**config.mk**
```make
export PLATFORM = sky130hd
export DESIGN_NAME = alu_seq_ctrl
export DESIGN_NICKNAME = d
export VERILOG_FILES = /design/src/rtl/alu_seq_ctrl.sv
export SDC_FILE = /design/constraint.sdc
export NUM_CORES = 1
export LEC_CHECK = 0
export CORE_ASPECT_RATIO = 0.5
export CORE_MARGIN = 2
export CORE_UTILIZATION = 40
export DETAILED_ROUTE_END_ITERATION = 16
export GPL_TIMING_DRIVEN = 0
export PLACE_DENSITY = 0.82
export SLEW_MARGIN = 5
export SYNTH_ARGS = -nofsm -noshare
export SYNTH_HDL_FRONTEND = slang
export SYNTH_SLANG_ARGS = --single-unit
```
**constraint.sdc**
```tcl
create_clock -name clk -period 1.4 [get_ports clk]
set_input_delay 0.35 -clock clk [delete_from_list [all_inputs] [get_ports clk]]
set_output_delay 0.35 -clock clk [all_outputs]
set_load 0.03 [all_outputs]
```
**src/rtl/alu_seq_ctrl.sv**
```systemverilog
// Multi-byte arithmetic sequencer: drives an 8-bit flag-holding ALU one byte per
// clock, LSB first, chaining carry/borrow through the ALU's own carry flag.
module alu_seq_ctrl #(
    parameter int NBYTES = 2,
    localparam int W = 8 * NBYTES
) (
    input  logic         clk,
    input  logic         rst,
    input  logic         start,
    input  logic [1:0]   op,
    input  logic [W-1:0] a,
    input  logic [W-1:0] b,
    output logic         busy,
    output logic         done,
    output logic [W-1:0] result,
    output logic         zero,
    output logic [7:0]   scrA,
    output logic [7:0]   scrB,
    output logic [2:0]   alucs,
    output logic         flagwrite,
    input  logic [7:0]   s
);

    localparam int IW = (NBYTES > 2) ? $clog2(NBYTES) : 1;
    localparam logic [IW-1:0] LAST = IW'(NBYTES - 1);

    typedef enum logic [1:0] {IDLE, RUN, DONE} state_t;

    state_t                  state;
    logic [IW-1:0]           idx;
    logic [IW-1:0]           idx_nx;
    logic [NBYTES-1:0][7:0]  a_q;
    logic [NBYTES-1:0][7:0]  b_q;
    logic [NBYTES-1:0][7:0]  res_q;
    logic [1:0]              op_q;
    logic                    zero_acc;

    assign idx_nx = idx + 1'b1;
    assign result = res_q;
    assign zero   = zero_acc;

    // Upper bytes of ADD/SUB switch to the carry-consuming opcodes.
    function automatic logic [2:0] hi_code(input logic [1:0] o);
        case (o)
            2'b10:   return 3'b110;
            2'b11:   return 3'b101;
            default: return {1'b0, o};
        endcase
    endfunction

    always_ff @(posedge clk) begin
        if (rst) begin
            state     <= IDLE;
            idx       <= '0;
            a_q       <= '0;
            b_q       <= '0;
            op_q      <= 2'b00;
            res_q     <= '0;
            zero_acc  <= 1'b0;
            busy      <= 1'b0;
            done      <= 1'b0;
            scrA      <= 8'h00;
            scrB      <= 8'h00;
            alucs     <= 3'b000;
            flagwrite <= 1'b0;
        end else begin
            case (state)
                IDLE: begin
                    if (start) begin
                        a_q       <= a;
                        b_q       <= b;
                        op_q      <= op;
                        idx       <= '0;
                        zero_acc  <= 1'b1;
                        state     <= RUN;
                        busy      <= 1'b1;
                        scrA      <= a[7:0];
                        scrB      <= b[7:0];
                        alucs     <= {1'b0, op};
                        flagwrite <= op[1];
                    end
                end
                RUN: begin
                    res_q[idx] <= s;
                    zero_acc   <= zero_acc & (s == 8'h00);
                    if (idx == LAST) begin
                        state     <= DONE;
                        busy      <= 1'b0;
                        done      <= 1'b1;
                        scrA      <= 8'h00;
                        scrB      <= 8'h00;
                        alucs     <= 3'b000;
                        flagwrite <= 1'b0;
                    end else begin
                        // ALU inputs for the next byte are set up here so they
                        // are stable for the whole next cycle.
                        idx   <= idx_nx;
                        scrA  <= a_q[idx_nx];
                        scrB  <= b_q[idx_nx];
                        alucs <= hi_code(op_q);
                    end
                end
                DONE: begin
                    done  <= 1'b0;
                    state <= IDLE;
                end
                default: state <= IDLE;
            endcase
        end
    end

endmodule

```
==> impl_metrics.py, run 1 <==
metrics = {
    "power": {
        "p_switching_w": 0.00127,
        "clkPwrFrac_pct": 47.1,
        "worst_ir_drop_vdd_mv": 0.763,
        "pwr-share-comb_pct": 15.9,
        "p_leak_nw": 1.48,
        "power_w": 0.00515,
        "power_density_nw_per_um2": 1440,
        "p_seq_share_pct": 37.0,
        "p_int_w": 0.00388,
        "p_sw_share_pct": 24.7,
    },
    "synthesis": {
        "ys_seq_elements": 60,
        "synth_flop_cell": "dfxtp_1",
        "async_reset_ff_share_pct": 0,
        "synth_top_area_cell": "dfxtp_1",
        "syn_inst": 271,
        "synth.net_count": 316,
        "synth.distinct_cells": 24,
        "yosys_warnings": 0,
        "avgSynthCellArea_sq_um": 9.01,
        "netlist_top_cells_area": "dfxtp_1 49%, nand2_1 8.1%, o221a_1 7.8%",
        "synth_enable_flop_cells": 0,
        "yosysTopAreaCellShare_pct": 49.2,
        "ys_seq_area_share_pct": 49.2,
        "netlist_area_sq_um": 2440,
    },
    "run": {
        "cap_violations": 0,
    },
    "floorplan": {
        "placeableCoreArea_sq_um": 5980,
        "die_height_um": 59.3,
        "num_rows": 20,
        "die_area_sq_um": 6780,
        "die_x_um": 115,
        "initial_utilization_pct": 40.8,
        "ios": 84,
    },
    "routing": {
        "wl_um": 6840,
        "drtAntennaViolNets": 0,
        "wl_per_cell_um": 15.3,
        "num_vias": 2337,
        "dr.pass1.iters": 4,
        "first_iter_violations": 103,
        "vias_per_cell": 5.24,
        "drc": 0,
    },
    "cells_and_area": {
        "final_cell_area_sq_um": 3570,
        "final_cell_mix": "58 x dfxtp_1, 53 x nand2_1, 42 x clkdlybuf4s50_1",
        "instances_no_fill": 446,
        "drive_gt1_share_pct": 20.3,
        "seq_area_sq_um": 1200,
        "final_util_pct": 59.7,
        "final_net_count": 409,
        "fillers": 503,
        "area_growth_pct": 46.3,
        "final_common_cell": "dfxtp_1",
        "multi_input_area_sq_um": 1100,
        "diodes": 0,
    },
    "sta": {
        "finalClockSkew_ps": 4.07,
        "whs_ps": 259,
        "worst_slew_margin_rel_pct": 67.1,
        "setup_viol": 0,
        "hold_viol_final": 0,
        "worst_pin_slew_ps": 493,
        "max_clock_freq_mhz": 735,
        "period_needed_ps": 1360,
        "rsz0062_at_grt": "no",
        "post-route-period-util_pct": 97.2,
        "slew_viol_final": 0,
    },
    "grt": {
        "grt_pass1_vias": 2315,
        "track_usage_pct": 21.7,
        "antenna_found_initial": 0,
        "grt_pass1_wl_um": 11000,
        "overflow": 0,
        "grt_max_degree": 11,
    },
    "placed_design": {
        "dp.cells": 430,
        "place_area_sq_um": 3360,
        "portBuffers": 82,
        "dpl.hpwl_um": 4820,
        "gp_congestion": 0.878,
    },
    "worst_setup_path": {
        "cp_max_fo": 2,
        "slowest_stage": "clkdlybuf4s15_1",
        "crit_type": "flop to output port",
        "crit_chain": "clkdlybuf4s15_1",
        "path_delay_family": "buffers and inverters",
        "arrival_ps": 1010,
        "path_buf_inv": 1,
        "end_kind": "output port",
        "cp_slowest_stage_delay_ps": 360,
        "start_kind": "flop",
        "cp.required_ps": 1050,
    },
    "clock_network": {
        "cts_tree": "built",
        "clk_latency_ps": 330,
        "cts_buffer_depth": 2,
        "clkSlewWorstSetupHoldPaths_ps": 50,
        "htreeDepth": 3,
        "cts_setup_buffers": 0,
        "cts_resized": 88,
        "numCtsBuffers": 9,
        "cts_hold_buffers": 0,
        "root_buffer": "clkbuf_16",
        "cts_sinks": 60,
    },
    "min_path": {
        "hold_path_class": "primary input to flop",
    },
    "status": {
        "status": "complete, no violations",
    },
}
==> layer usage <==
metal  GRT usage [%]  vias up  routed length, um
met3            5.73       15                440
met4            11.1        0                173
li1                -     1136                  -
met5               0        -                  0
met2            37.5       72               3350
met1            25.3     1114               2880
==> area by class of cell <==
type,count,area share [%]
sequential,60,33.7
multi-input combinational,184,30.7
timing repair buffer,82,19.3
clock buffer,12,7.46
buffer,24,3.89
tap,77,2.70
clock inverter,4,1.96
inverter,3,0.315
==> sequential cells by signal (all words and copies together) (netlist names) <==
signal	count
a_q	8
scrB	8
idx	1
state	2
scrA	8
b_q	8
zero	1
op_q	2
alucs	3
result	16
flagwrite	1
done	1
busy	1
==> synth_stat cells, types with 3 or more instances <==
cell,instances
nand2b_1,3
clkbuf_1,6
mux2i_1,16
buf_4,6
dfxtp_1,60
o21ai_1,3
nand2_1,53
o221a_1,17
buf_2,11
o22ai_1,16
nor2b_1,18
a21oi_1,25
nor2_1,21
==> cells by family after synthesis <==
logic type,Yosys count,share of synthesized area (%)
buffers and inverters,27,5.94
AOI/OAI and AO/OA,65,18.9
DFF,60,49.2
muxes,16,6.56
and+or+nand+nor,103,19.5
==> power groups by stage <==
stage | logic (W) | registers, W | clock network [W]
6_report | 0.000819 | 0.00191 | 0.00242
5_1_grt | 0.000879 | 0.00192 | 0.00254
4_1_cts | 0.000846 | 0.00191 | 0.00245
3_5_place_dp | 0.000873 | 0.00194 | 0
3_3_place_gp | 0.000855 | 0.00193 | 0
2_1_floorplan | 0.000344 | 0.00208 | 0
==> final timing paths <==
kind                          from                    to  slack [ps]  depth (start not counted)
max reg2reg  state[0]$_SDFFE_PP0P_  a_q[10]$_SDFFE_PP0P_          60                          5
min                            rst   b_q[8]$_SDFFE_PP0P_         260                          2
min reg2reg    b_q[8]$_SDFFE_PP0P_   b_q[8]$_SDFFE_PP0P_         470                          2
max          alucs[2]$_SDFFE_PP0P_              alucs[2]          40                          1
==> per-stage QoR <==
stage | setup slack, ps | setup TNS [ps]
after floorplan | 184 | 0
after detailed placement | -471 | -15590
after global placement | -430 | -14640
after CTS | 0.222 | 0
final | 39.9 | 0
after global routing | 1.03 | 0
Note: power is estimated with default switching activity, not from simulation.
==> run 2: changes to the inputs <==
GPL_TIMING_DRIVEN = unset   (was 0)
==> impl_metrics.py, run 2 (synthesized netlist as in run 1, its figures left out) <==
metrics = {
    "sta": {
        "post-route-period-util_pct": 97.5,
        "finalClockSkew_ps": 4.32,
        "setup_viol": 0,
        "worst_pin_slew_ps": 381,
        "hold_viol_final": 0,
        "whs_ps": 464,
        "worst_slew_margin_rel_pct": 74.4,
        "slew_viol_final": 0,
        "period_needed_ps": 1360,
        "rsz0062_at_grt": "no",
        "max_clock_freq_mhz": 733,
    },
    "grt": {
        "grt_max_degree": 26,
        "grt_pass1_wl_um": 11100,
        "overflow": 0,
        "antenna_found_initial": 0,
        "grt_pass1_vias": 2359,
        "track_usage_pct": 21.5,
    },
    "floorplan": {
        "ios": 84,
        "die_area_sq_um": 6780,
        "die_height_um": 59.3,
        "initial_utilization_pct": 40.8,
        "placeableCoreArea_sq_um": 5980,
        "num_rows": 20,
        "die_x_um": 115,
    },
    "min_path": {
        "hold_path_class": "flop to flop",
        "hp-start": "a_q[8]$_SDFFE_PP0P_",
        "min_path_cells": 2,
        "hold_end": "a_q[8]$_SDFFE_PP0P_",
    },
    "worst_setup_path": {
        "end_kind": "output port",
        "cp_num_cells": 1,
        "r2r_cells": 4,
        "cp.required_ps": 1050,
        "regToRegSetupSlack_ps": 40,
        "slowest_stage": "clkdlybuf4s15_1",
        "path_delay_family": "buffers and inverters",
        "r2r_end": "a_q[10]$_SDFFE_PP0P_",
        "reg2reg_from": "state[1]$_SDFFE_PP0P_",
        "arrival_ps": 1010,
        "cp_slowest_stage_delay_ps": 360,
        "crit_chain": "clkdlybuf4s15_1",
        "crit_type": "flop to output port",
        "path_buf_inv": 1,
        "start_kind": "flop",
        "cp_max_fo": 2,
    },
    "clock_network": {
        "numCtsBuffers": 9,
        "clkSlewWorstSetupHoldPaths_ps": 50,
        "cts_hold_buffers": 0,
        "cts_sinks": 60,
        "clk_latency_ps": 320,
        "cts_buffer_depth": 2,
        "root_buffer": "clkbuf_16",
        "cts_tree": "built",
        "htreeDepth": 3,
    },
    "routing": {
        "dr.pass1.iters": 5,
        "wl_um": 7210,
        "vias_per_cell": 5.41,
        "drc": 0,
        "num_vias": 2409,
        "drtAntennaViolNets": 0,
        "first_iter_violations": 140,
        "wl_per_cell_um": 16.2,
    },
    "cells_and_area": {
        "final_net_count": 409,
        "final_common_cell": "dfxtp_1",
        "drive_gt1_share_pct": 20.4,
        "fillers": 467,
        "final_cell_mix": "59 x dfxtp_1, 53 x nand2_1, 43 x clkdlybuf4s50_1",
        "largest_reg_flops": 16,
        "area_growth_pct": 51.7,
        "diodes": 0,
        "instances_no_fill": 445,
    },
    "power": {
        "p_leak_nw": 1.54,
        "power_density_nw_per_um2": 1360,
        "worst_ir_drop_vdd_mv": 0.955,
    },
    "placed_design": {
        "dpl.hpwl_um": 4820,
        "dp.cells": 428,
        "gp_congestion": 0.827,
        "portBuffers": 83,
    },
    "status": {
        "status": "complete, no violations",
    },
    "run": {
        "cap_violations": 0,
    },
}
[run 2: changes by cell type in the layout (fill, tap and decap cells not counted), moves of 3 or more]
| cell | change |
|---|---|
| buf_12 | +7 |
| buf_2 | -7 |
| buf_4 | +10 |
| buf_6 | +3 |
| clkbuf_1 | -4 |
| clkbuf_2 | -7 |
| clkdlybuf4s15_2 | -3 |
[run 2: layout make-up]
type / count / area, sq um / share of cell area [%]
Sequential cell: 60 / 1200 / 32.5
Multi-Input combinational cell: 184 / 1100 / 29.8
Timing Repair Buffer: 106 / 986 / 26.6
Clock buffer: 14 / 274 / 7.40
Tap cell: 77 / 96.3 / 2.60
Clock inverter: 1 / 30.0 / 0.811
Inverter: 3 / 11.3 / 0.304
[run 2: report_power, final]
group / leakage, nW / switching [W] / internal [W]
combinational: 0.894 / 0.000479 / 0.000421
clock: 0.149 / 0.000695 / 0.00151
sequential: 0.493 / 0.0000850 / 0.00183
total: 1.54 / 0.00126 / 0.00377
[run 2: layer usage]
metal | up-vias | part of all wire (%) | GRT usage [%]
met1 | 1137 | 38 | 25.0
met5 | - | 0 | 0
li1 | 1129 | - | -
met4 | 0 | 3.4 | 10.8
met2 | 115 | 50 | 36.9
met3 | 28 | 7.7 | 6.44
[run 2: per-stage QoR]
stage / area [sq um] / setup TNS [ps] / setup slack, ps / power, W / utilization (%)
after floorplan: 2440 / 0 / 184 / 0.00243 / -
after global placement: 3460 / -9670 / -257 / 0.00283 / 57.9
after detailed placement: 3460 / -11310 / -331 / 0.00286 / 57.9
after CTS: 3770 / -12.9 / -12.9 / 0.00505 / 63.1
after global routing: 3700 / 0 / 4.03 / 0.00522 / 61.9
final: 3700 / 0 / 35.3 / 0.00503 / 61.9
[run 2: worst max-delay path by stage]
stage                     slack [ps]              endpoint               startpoint
after floorplan                  180  a_q[10]$_SDFFE_PP0P_    state[1]$_SDFFE_PP0P_
after global placement          -260  scrB[5]$_SDFFE_PP0P_                    start
after detailed placement        -330  scrB[6]$_SDFFE_PP0P_                    start
after CTS                        -10  b_q[12]$_SDFFE_PP0P_                    start
after global routing               4            result[11]  result[11]$_SDFFE_PP0P_
final                             40            result[11]  result[11]$_SDFFE_PP0P_
[run 2: repair_timing]
item / in CTS / in global routing
gates cloned: 0 / 2
setup buffers: 0 / 0
gates resized for setup: 66 / 31
setup endpoints to repair: 34 / 53
==> run 3: changes to the inputs <==
CORE_UTILIZATION = 45   (was 40)
PLACE_DENSITY = 0.9   (was 0.82)
==> impl_metrics.py, run 3 (synthesized netlist as in run 1, its figures left out) <==
metrics = {
    "status": {
        "status": "complete, no violations",
    },
    "clock_network": {
        "clk_latency_ps": 340,
        "htreeDepth": 3,
        "cts_sinks": 60,
        "cts_tree": "built",
        "cts_buffer_depth": 2,
        "root_buffer": "clkbuf_8",
        "clkSlewWorstSetupHoldPaths_ps": 60,
        "cts_setup_buffers": 0,
        "numCtsBuffers": 9,
    },
    "power": {
        "clkPwrFrac_pct": 30.9,
        "worst_ir_drop_vdd_mv": 0.733,
        "p_leak_nw": 1.42,
        "p_int_w": 0.00288,
        "p_seq_share_pct": 47.0,
        "pwr-share-comb_pct": 22.1,
        "p_switching_w": 0.00118,
        "power_w": 0.00406,
        "p_sw_share_pct": 29.1,
        "power_density_nw_per_um2": 1130,
    },
    "min_path": {
        "hp-start": "a_q[8]$_SDFFE_PP0P_",
        "hold_path_class": "flop to flop",
        "min_path_cells": 2,
        "hold_end": "a_q[8]$_SDFFE_PP0P_",
    },
    "worst_setup_path": {
        "crit_chain": "clkdlybuf4s15_2",
        "slowest_stage": "dfxtp_1",
        "path_buf_inv": 1,
        "crit_type": "flop to output port",
        "start_kind": "flop",
        "r2r_end": "scrA[1]$_SDFFE_PP0P_",
        "r2r_cells": 5,
        "cp_max_fo": 3,
        "regToRegSetupSlack_ps": 90,
        "end_kind": "output port",
        "reg2reg_from": "state[0]$_SDFFE_PP0P_",
        "cp.required_ps": 1050,
        "cp_slowest_stage_delay_ps": 360,
        "arrival_ps": 1010,
        "path_delay_family": "flip-flops",
    },
    "sta": {
        "setup_viol": 0,
        "slew_viol_final": 0,
        "period_needed_ps": 1360,
        "max_clock_freq_mhz": 733,
        "hold_viol_final": 0,
        "worst_slew_margin_rel_pct": 74.0,
        "worst_pin_slew_ps": 386,
        "finalClockSkew_ps": 4.33,
        "rsz0062_at_grt": "no",
        "post-route-period-util_pct": 97.5,
    },
    "placed_design": {
        "portBuffers": 83,
        "dpl.hpwl_um": 4960,
        "dp.cells": 421,
        "gp_congestion": 0.900,
    },
    "grt": {
        "overflow": 0,
        "antenna_found_initial": 0,
        "track_usage_pct": 23.5,
        "grt_max_degree": 32,
        "grt_pass1_wl_um": 11000,
        "grt_pass1_vias": 2328,
    },
    "floorplan": {
        "initial_utilization_pct": 48.2,
        "die_height_um": 56.1,
        "num_rows": 18,
        "ios": 84,
        "die_area_sq_um": 6070,
        "die_x_um": 108,
        "placeableCoreArea_sq_um": 5070,
    },
    "routing": {
        "wl_um": 6900,
        "dr.pass1.iters": 5,
        "first_iter_violations": 132,
        "drtAntennaViolNets": 0,
        "vias_per_cell": 5.42,
        "num_vias": 2363,
        "drc": 0,
        "wl_per_cell_um": 15.8,
    },
    "cells_and_area": {
        "largest_reg_flops": 16,
        "final_common_cell": "dfxtp_1",
        "final_net_count": 407,
        "instances_no_fill": 436,
        "final_cell_mix": "59 x dfxtp_1, 53 x nand2_1, 44 x clkdlybuf4s50_1",
        "diodes": 0,
        "fillers": 360,
        "area_growth_pct": 47.7,
        "drive_gt1_share_pct": 20.8,
    },
    "run": {
        "cap_violations": 0,
    },
}
[run 3: cell types whose count changed in the layout (fill, tap and decap cells not counted), moves of 2 or more]
cell and delta:
clkdlybuf4s15_1 -4, clkbuf_16 -9, clkbuf_2 -20, buf_6 -2
clkbuf_8 +6, buf_2 -2, clkinv_2 +3, buf_4 +5
buf_12 -3, clkdlybuf4s15_2 +24
[run 3: how the worst max path moves through the flow]
stage / from / endpoint / slack [ps] / cells after the start
after CTS: busy$_SDFFE_PP0P_ / busy / 0.7 / 1
after detailed placement: start / scrB[6]$_SDFFE_PP0P_ / -320 / 5
after global routing: done$_SDFFE_PP0P_ / done / 4 / 1
after global placement: start / scrB[4]$_SDFFE_PP0P_ / -280 / 5
after floorplan: state[1]$_SDFFE_PP0P_ / a_q[10]$_SDFFE_PP0P_ / 180 / 5
final: done$_SDFFE_PP0P_ / done / 40 / 1
[run 3: power groups by stage]
stage          logic [W]  registers, W  clock network [W]
5_1_grt         0.000954       0.00192            0.00133
4_1_cts         0.000886       0.00191            0.00127
6_report        0.000897       0.00191            0.00125
2_1_floorplan   0.000344       0.00208                  0
3_5_place_dp    0.000897       0.00194                  0
3_3_place_gp    0.000870       0.00194                  0
[run 3: per-layer routing]
metal / up-vias / track usage, % / wire length, um
met5: - / 0 / 0
met4: 0 / 9.89 / 189
met3: 23 / 9.60 / 558
met2: 124 / 39.8 / 3460
met1: 1098 / 26.3 / 2700
li1: 1118 / - / -
[run 3: repair_timing]
item                                    in CTS  in global routing
endpoints found under the setup margin      31                 10
hold buffers                                 0                  0
gates resized for setup                     92                  5
cloned                                       0                  0
[run 3: stage by stage]
step                      hold WS [ps]  cell area, sq um  setup slack [ps]  utilization [%]  TNS [ps]
after floorplan                    436              2440               184                -         0
after global placement             449              3410              -276             67.4     -9760
after detailed placement           456              3410              -317             67.4    -10830
after CTS                          464              3600             0.722             71.1         0
after global routing               485              3610              3.59             71.2         0
final                              471              3610              35.2             71.2         0
[run 3: area by class of cell]
cell class | instances | area (sq um) | area share [%]
Tap cell | 70 | 87.6 | 2.43
Multi-Input combinational cell | 184 | 1100 | 30.4
Inverter | 3 | 11.3 | 0.312
Clock buffer | 12 | 135 | 3.74
Clock inverter | 3 | 15.0 | 0.416
Timing Repair Buffer | 104 | 1060 | 29.3
Sequential cell | 60 | 1200 | 33.3
